<file path="config.mk">
export PLATFORM = sky130hd
export DESIGN_NAME = inst_queue_decode
export DESIGN_NICKNAME = d
export VERILOG_FILES = /design/src/rtl/inst_queue_decode_pkg.sv /design/src/rtl/inst_decode_comb.sv /design/src/rtl/inst_queue_decode.sv
export SDC_FILE = /design/constraint.sdc
export NUM_CORES = 1
export LEC_CHECK = 0
export ABC_AREA = 0
export BUFFER_PORTS_ARGS = -buffer_cell sky130_fd_sc_hd__buf_2
export CAP_MARGIN = 10
export CELL_PAD_IN_SITES_DETAIL_PLACEMENT = 0
export CELL_PAD_IN_SITES_GLOBAL_PLACEMENT = 1
export CORE_ASPECT_RATIO = 1.25
export CORE_UTILIZATION = 47
export DETAILED_ROUTE_END_ITERATION = 10
export PLACE_DENSITY = 0.74
export SYNTH_ARGS = -nofsm -noshare
export SYNTH_HDL_FRONTEND = slang
export SYNTH_SLANG_ARGS = --single-unit
</file>
<file path="constraint.sdc">
create_clock -name clk -period 6.95 [get_ports clk]
set_input_delay 1.39 -clock clk [delete_from_list [all_inputs] [get_ports clk]]
set_output_delay 1.39 -clock clk [all_outputs]
set_load 0.005 [all_outputs]
</file>
<file path="src/rtl/inst_queue_decode_pkg.sv">
// Shared RV32I decode constants and types for the instruction queue/decoder.
package inst_queue_decode_pkg;
  localparam int WORD       = 32;
  localparam int REG_IDX    = 5;
  localparam int INST_TY_W  = 3;
  localparam int INST_OPT_W = 6;

  localparam logic [6:0] OPC_LUI    = 7'b0110111;
  localparam logic [6:0] OPC_AUIPC  = 7'b0010111;
  localparam logic [6:0] OPC_JAL    = 7'b1101111;
  localparam logic [6:0] OPC_JALR   = 7'b1100111;
  localparam logic [6:0] OPC_BRANCH = 7'b1100011;
  localparam logic [6:0] OPC_LOAD   = 7'b0000011;
  localparam logic [6:0] OPC_STORE  = 7'b0100011;
  localparam logic [6:0] OPC_OP_IMM = 7'b0010011;
  localparam logic [6:0] OPC_OP     = 7'b0110011;

  localparam logic [6:0] F7_BASE = 7'h00;
  localparam logic [6:0] F7_ALT  = 7'h20;

  typedef enum logic [INST_TY_W-1:0] {
    TYPE_NONE = 3'd0, TYPE_R = 3'd1, TYPE_I = 3'd2, TYPE_S = 3'd3,
    TYPE_B = 3'd4, TYPE_U = 3'd5, TYPE_J = 3'd6
  } inst_ty_e;

  typedef enum logic [INST_OPT_W-1:0] {
    OPT_NOP = 6'd0, OPT_LUI, OPT_AUIPC, OPT_JAL, OPT_JALR,
    OPT_BEQ, OPT_BNE, OPT_BLT, OPT_BGE, OPT_BLTU, OPT_BGEU,
    OPT_LB, OPT_LH, OPT_LW, OPT_LBU, OPT_LHU,
    OPT_SB, OPT_SH, OPT_SW,
    OPT_ADDI, OPT_SLTI, OPT_SLTIU, OPT_XORI, OPT_ORI, OPT_ANDI,
    OPT_SLLI, OPT_SRLI, OPT_SRAI,
    OPT_ADD, OPT_SUB, OPT_SLL, OPT_SLT, OPT_SLTU, OPT_XOR,
    OPT_SRL, OPT_SRA, OPT_OR, OPT_AND
  } inst_opt_e;
endpackage

</file>
<file path="src/rtl/inst_decode_comb.sv">
// Combinational RV32I base decoder; illegal encodings collapse to an all-zero NOP.
module inst_decode_comb
  import inst_queue_decode_pkg::*;
(
  input  logic [WORD-1:0]       inst,
  output logic [INST_TY_W-1:0]  ty,
  output logic [INST_OPT_W-1:0] opt,
  output logic [REG_IDX-1:0]    rd,
  output logic [REG_IDX-1:0]    rs1,
  output logic [REG_IDX-1:0]    rs2,
  output logic [WORD-1:0]       imm,
  output logic                  is_ls,
  output logic                  illegal
);
  logic [6:0] opcode;
  logic [2:0] f3;
  logic [6:0] f7;
  inst_ty_e   ty_v;
  inst_opt_e  opt_v;

  assign opcode = inst[6:0];
  assign f3     = inst[14:12];
  assign f7     = inst[31:25];

  // Classify format and operation; flag anything outside the base subset.
  always_comb begin
    ty_v    = TYPE_NONE;
    opt_v   = OPT_NOP;
    illegal = 1'b0;
    case (opcode)
      OPC_LUI:   begin ty_v = TYPE_U; opt_v = OPT_LUI;   end
      OPC_AUIPC: begin ty_v = TYPE_U; opt_v = OPT_AUIPC; end
      OPC_JAL:   begin ty_v = TYPE_J; opt_v = OPT_JAL;   end
      OPC_JALR:  begin ty_v = TYPE_I; opt_v = OPT_JALR;  end
      OPC_BRANCH: begin
        ty_v = TYPE_B;
        case (f3)
          3'd0: opt_v = OPT_BEQ;
          3'd1: opt_v = OPT_BNE;
          3'd4: opt_v = OPT_BLT;
          3'd5: opt_v = OPT_BGE;
          3'd6: opt_v = OPT_BLTU;
          3'd7: opt_v = OPT_BGEU;
          default: illegal = 1'b1;
        endcase
      end
      OPC_LOAD: begin
        ty_v = TYPE_I;
        case (f3)
          3'd0: opt_v = OPT_LB;
          3'd1: opt_v = OPT_LH;
          3'd2: opt_v = OPT_LW;
          3'd4: opt_v = OPT_LBU;
          3'd5: opt_v = OPT_LHU;
          default: illegal = 1'b1;
        endcase
      end
      OPC_STORE: begin
        ty_v = TYPE_S;
        case (f3)
          3'd0: opt_v = OPT_SB;
          3'd1: opt_v = OPT_SH;
          3'd2: opt_v = OPT_SW;
          default: illegal = 1'b1;
        endcase
      end
      OPC_OP_IMM: begin
        ty_v = TYPE_I;
        case (f3)
          3'd0: opt_v = OPT_ADDI;
          3'd1: begin
            if (f7 == F7_BASE) opt_v = OPT_SLLI;
            else               illegal = 1'b1;
          end
          3'd2: opt_v = OPT_SLTI;
          3'd3: opt_v = OPT_SLTIU;
          3'd4: opt_v = OPT_XORI;
          3'd5: begin
            if (f7 == F7_BASE)     opt_v = OPT_SRLI;
            else if (f7 == F7_ALT) opt_v = OPT_SRAI;
            else                   illegal = 1'b1;
          end
          3'd6: opt_v = OPT_ORI;
          3'd7: opt_v = OPT_ANDI;
          default: illegal = 1'b1;
        endcase
      end
      OPC_OP: begin
        ty_v = TYPE_R;
        if (f7 == F7_BASE) begin
          case (f3)
            3'd0: opt_v = OPT_ADD;
            3'd1: opt_v = OPT_SLL;
            3'd2: opt_v = OPT_SLT;
            3'd3: opt_v = OPT_SLTU;
            3'd4: opt_v = OPT_XOR;
            3'd5: opt_v = OPT_SRL;
            3'd6: opt_v = OPT_OR;
            3'd7: opt_v = OPT_AND;
            default: illegal = 1'b1;
          endcase
        end else if (f7 == F7_ALT) begin
          case (f3)
            3'd0: opt_v = OPT_SUB;
            3'd5: opt_v = OPT_SRA;
            default: illegal = 1'b1;
          endcase
        end else begin
          illegal = 1'b1;
        end
      end
      default: illegal = 1'b1;
    endcase
    if (illegal) begin
      ty_v  = TYPE_NONE;
      opt_v = OPT_NOP;
    end else begin
      ty_v  = ty_v;
      opt_v = opt_v;
    end
  end

  // Field extraction keyed on the final format, so illegal words yield zeros.
  always_comb begin
    rd  = 5'd0;
    rs1 = 5'd0;
    rs2 = 5'd0;
    imm = 32'd0;
    case (ty_v)
      TYPE_R: begin rd = inst[11:7]; rs1 = inst[19:15]; rs2 = inst[24:20]; end
      TYPE_I: begin
        rd  = inst[11:7];
        rs1 = inst[19:15];
        imm = {{20{inst[31]}}, inst[31:20]};
      end
      TYPE_S: begin
        rs1 = inst[19:15];
        rs2 = inst[24:20];
        imm = {{20{inst[31]}}, inst[31:25], inst[11:7]};
      end
      TYPE_B: begin
        rs1 = inst[19:15];
        rs2 = inst[24:20];
        imm = {{19{inst[31]}}, inst[31], inst[7], inst[30:25], inst[11:8], 1'b0};
      end
      TYPE_U: begin rd = inst[11:7]; imm = {inst[31:12], 12'd0}; end
      TYPE_J: begin
        rd  = inst[11:7];
        imm = {{11{inst[31]}}, inst[31], inst[19:12], inst[20], inst[30:21], 1'b0};
      end
      default: imm = 32'd0;
    endcase
  end

  assign ty    = ty_v;
  assign opt   = opt_v;
  assign is_ls = !illegal && ((opcode == OPC_LOAD) || (opcode == OPC_STORE));
endmodule

</file>
<file path="src/rtl/inst_queue_decode.sv">
// Fetch-to-dispatch instruction ring buffer feeding a registered decode slot.
module inst_queue_decode
  import inst_queue_decode_pkg::*;
#(
  parameter int DEPTH = 8,
  parameter int PTR_W = $clog2(DEPTH)
) (
  input  logic                  clk,
  input  logic                  rst,
  input  logic                  rdy,
  input  logic                  flush,
  input  logic                  if_valid,
  input  logic [WORD-1:0]       if_pc,
  input  logic [WORD-1:0]       if_inst,
  output logic                  if_ready,
  output logic                  dec_valid,
  input  logic                  dec_ready,
  output logic [WORD-1:0]       dec_pc,
  output logic [INST_TY_W-1:0]  dec_ty,
  output logic [INST_OPT_W-1:0] dec_opt,
  output logic [REG_IDX-1:0]    dec_rd,
  output logic [REG_IDX-1:0]    dec_rs1,
  output logic [REG_IDX-1:0]    dec_rs2,
  output logic [WORD-1:0]       dec_imm,
  output logic                  dec_is_ls,
  output logic                  dec_illegal,
  output logic [PTR_W:0]        count
);
  localparam logic [PTR_W:0] PTR_ONE  = (PTR_W+1)'(1);
  localparam logic [PTR_W:0] CNT_FULL = (PTR_W+1)'(DEPTH);

  logic [WORD-1:0]       pc_mem   [DEPTH];
  logic [WORD-1:0]       inst_mem [DEPTH];
  logic [PTR_W:0]        head;
  logic [PTR_W:0]        tail;
  logic                  empty;
  logic                  push;
  logic                  pop;
  logic                  advance;
  logic [INST_TY_W-1:0]  h_ty;
  logic [INST_OPT_W-1:0] h_opt;
  logic [REG_IDX-1:0]    h_rd;
  logic [REG_IDX-1:0]    h_rs1;
  logic [REG_IDX-1:0]    h_rs2;
  logic [WORD-1:0]       h_imm;
  logic                  h_is_ls;
  logic                  h_illegal;

  // The wrap bit distinguishes full from empty when the index bits match.
  assign empty    = (head == tail);
  assign if_ready = (count != CNT_FULL);
  assign push     = rdy && !flush && if_valid && if_ready;
  assign advance  = rdy && !flush && (!dec_valid || dec_ready);
  assign pop      = advance && !empty;

  inst_decode_comb u_dec (
    .inst    (inst_mem[head[PTR_W-1:0]]),
    .ty      (h_ty),
    .opt     (h_opt),
    .rd      (h_rd),
    .rs1     (h_rs1),
    .rs2     (h_rs2),
    .imm     (h_imm),
    .is_ls   (h_is_ls),
    .illegal (h_illegal)
  );

  // Storage array write port; contents need no reset since pointers gate reads.
  always_ff @(posedge clk) begin
    if (push) begin
      pc_mem[tail[PTR_W-1:0]]   <= if_pc;
      inst_mem[tail[PTR_W-1:0]] <= if_inst;
    end
  end

  // Pointers, occupancy and the registered decode slot.
  always_ff @(posedge clk or posedge rst) begin
    if (rst) begin
      head        <= '0;
      tail        <= '0;
      count       <= '0;
      dec_valid   <= 1'b0;
      dec_pc      <= 32'd0;
      dec_ty      <= TYPE_NONE;
      dec_opt     <= OPT_NOP;
      dec_rd      <= 5'd0;
      dec_rs1     <= 5'd0;
      dec_rs2     <= 5'd0;
      dec_imm     <= 32'd0;
      dec_is_ls   <= 1'b0;
      dec_illegal <= 1'b0;
    end else if (flush) begin
      head      <= '0;
      tail      <= '0;
      count     <= '0;
      dec_valid <= 1'b0;
    end else begin
      if (push) tail <= tail + PTR_ONE;
      if (pop)  head <= head + PTR_ONE;
      if (push && !pop)      count <= count + PTR_ONE;
      else if (pop && !push) count <= count - PTR_ONE;
      if (advance) begin
        dec_valid <= !empty;
        if (!empty) begin
          dec_pc      <= pc_mem[head[PTR_W-1:0]];
          dec_ty      <= h_ty;
          dec_opt     <= h_opt;
          dec_rd      <= h_rd;
          dec_rs1     <= h_rs1;
          dec_rs2     <= h_rs2;
          dec_imm     <= h_imm;
          dec_is_ls   <= h_is_ls;
          dec_illegal <= h_illegal;
        end
      end
    end
  end
endmodule
</file>
==> metrics <==
clock root cell clkbuf_16; most frequent CP cell a211oi_1; async set or reset register ratio after synthesis 0.167; pwr dens 291 mW/mm²; row count 92; crit path max fanout 43; Hold Crit Class flip-flop to flip-flop; Cell Chain, Critical Path buf_4 > mux4_2 > mux2i_1 > and4_4 > and2_1 > a211oi_1 > a211oi_1 > nand4b_1 > o311ai_0; Hold Violations, Final 0; area delta synth->final 14.2%; Hold Buf Count CTS 0; largest net degree at the start of global routing 79; RSZ-0062 raised after global routing no; mean routed wirelength per cell 25.0 µm; Resized Gates After CTS 0; synthesized cell area 0.0244 mm²; initial core utilization 0.480; Peak VDD IR 0.231 mV; max_slew headroom 0.298; layout cell share with drive strength beyond 1 0.283; Setup crit end kind flip-flop; register area share after synthesis 0.737; Post-synth EDFFs 512; FMAX 0.210 GHz; WS Path Type flip-flop to flip-flop; Required @ worst endpoint 7.43 ns; cell accounting for the most synthesized area edfxtp_1; arrival time worst endpoint 5.24 ns; Die Y 257 µm; dominant synthesized flop cell edfxtp_1; CP max stage cell dfrtp_4; Final Cell Area 0.0278 mm²; worst slack at placement 2.29 ns; core footprint 0.0508 mm²; leak pwr 0.00952 µW; routed vias 12800; Mapped Cells 1311; CTS max path bufs 3; post-CTS setup buffers 0; IO Count 166; top cells by area, synth edfxtp_1 63%, dfrtp_1 11%, mux4_2 10%, mux2i_1 2.6%, nand2_1 1.6%; Sum Neg Setup Slack 0 ns; DRT iter0 DRCs 1046; crit-path max cell delay 0.90 ns; final net count 1569; post-route ant nets 0; DP Wirelength 32700 µm; CTS sink count 615; most frequent cell after synthesis edfxtp_1; Avg Inst Size Synth 18.6 µm²; flops & latches, synth 615; initial antenna violation count 8; status finished clean; hold_ws 0.476 ns; drt total wl 55000 µm; gpl congestion 0.876; Yosys top cell area share 0.631; DR DRC count 0; vias in the first global route 13000; Vias per Instance 5.82; max_cap viols 0; final worst-path cycle share 0.684; Port Buf Inserts 165; Post-synth top cells 512 x edfxtp_1, 113 x mux4_2, 106 x nand2_1; Reg clk slew, reported paths 0.07 ns; Startpoint Class flip-flop; Net Count, Synth 1391; die area 0.0528 mm²; gr usage total 0.213; H-tree levels 2; DRT Pass-1 Iters 5; Buf+Inv Stages, Crit Path 1; Crit path max-delay family simple AND/OR/NAND/NOR gates; total grt overflow 0; placed cell area 0.0259 mm²; first-pass GRT wire length 82500 µm; chip width 206 µm; setup ws final 2.19 ns; worst skew pair latency 0.63 ns; Post-Route Skew 0.0184 ns; max-slew violations 0; Setup Viol. Count Final 0; post-synth cell types 73; CTS tree built; min Tclk post-route 4.76 ns; CTS Buf Count 57; synth warn 0; Worst Max-Slew Pin Slew 1.05 ns
==> sequential cells by signal, indices dropped and copies added, names as in the netlist, 5 cells and up <==
register / count
pc_mem: 256
dec_pc: 32
dec_imm: 32
dec_rs1: 5
dec_rd: 5
dec_opt: 6
inst_mem: 256
dec_rs2: 5
==> metrics by stage <==
stage          instances  total power (µW)  utilization
3_3_place_gp        2088              4990        0.511
4_1_cts             2195              8160        0.548
2_1_floorplan       1311              4690            -
6_report            2196              8080        0.548
5_1_grt             2195              8370        0.548
3_5_place_dp        2088              5010        0.511
==> area by class of cell <==
type / instances / area, µm²
repair buffers: 190 / 1010
well taps: 658 / 823
diodes: 1 / 2.50
clock inverters: 28 / 319
clock buffers: 79 / 1580
flip-flops and latches: 615 / 18000
fillers: 3907 / 22900
multi-input cells: 614 / 6070
inverters: 11 / 43.8
==> worst register-to-register path: stages, from the launching register on <==
cell	delay (ns)
dfrtp_4	0.90
buf_4	0.72
mux4_2	0.59
mux2i_1	0.27
and4_4	0.30
and2_1	0.20
a211oi_1	0.11
a211oi_1	0.51
nand4b_1	0.69
o311ai_0	0.34
==> layer usage <==
metal	GRT usage	vias to the layer above	part of all wire
met2	0.352	385	0.50
li1	-	5649	-
met1	0.290	6662	0.43
met4	0.0498	10	0.018
met5	0	-	0.0011
met3	0.0447	73	0.057
==> kinds of logic after synthesis <==
kind of cell / synth area share
compound gates: 0.0488
buf+inv: 0.0166
mux: 0.142
simple gates: 0.0459
fa+ha+maj: 0.00544
xor+xnor: 0.00431
flops: 0.737
==> cell usage in the layout, fill, tap and decap left out, types with 20 or more instances in the layout <==
cell         n
nor2_1      27
clkbuf_16   57
edfxtp_1   512
nand3_1     20
buf_4       25
mux4_2     113
o21ai_0     57
mux2i_1     63
buf_2      165
dfrtp_1    100
nand2_1    106
==> power by group <==
group / internal, µW / switching (µW)
Combinational: 284 / 378
Sequential: 4140 / 114
Clock: 1820 / 1350
Total: 6240 / 1840
==> worst paths after layout <==
kind                                         from  depth (start not counted)                 endpoint  slack [ns]
max                           head[0]$_DFFE_PP0P_                          9  dec_imm[25]$_DFFE_PP0P_        2.19
min                        dec_pc[14]$_DFFE_PP0P_                          2   dec_pc[14]$_DFFE_PP0P_        0.48
max reg2reg                   head[0]$_DFFE_PP0P_                          9  dec_imm[25]$_DFFE_PP0P_        2.19
min reg2reg                dec_pc[14]$_DFFE_PP0P_                          2   dec_pc[14]$_DFFE_PP0P_        0.48
max in group asynchronous                     rst                          3      head[1]$_DFFE_PP0P_        4.62
min in group asynchronous                     rst                          2    dec_rd[3]$_DFFE_PP0P_        0.83
Note: power is estimated with default switching activity, not from simulation.
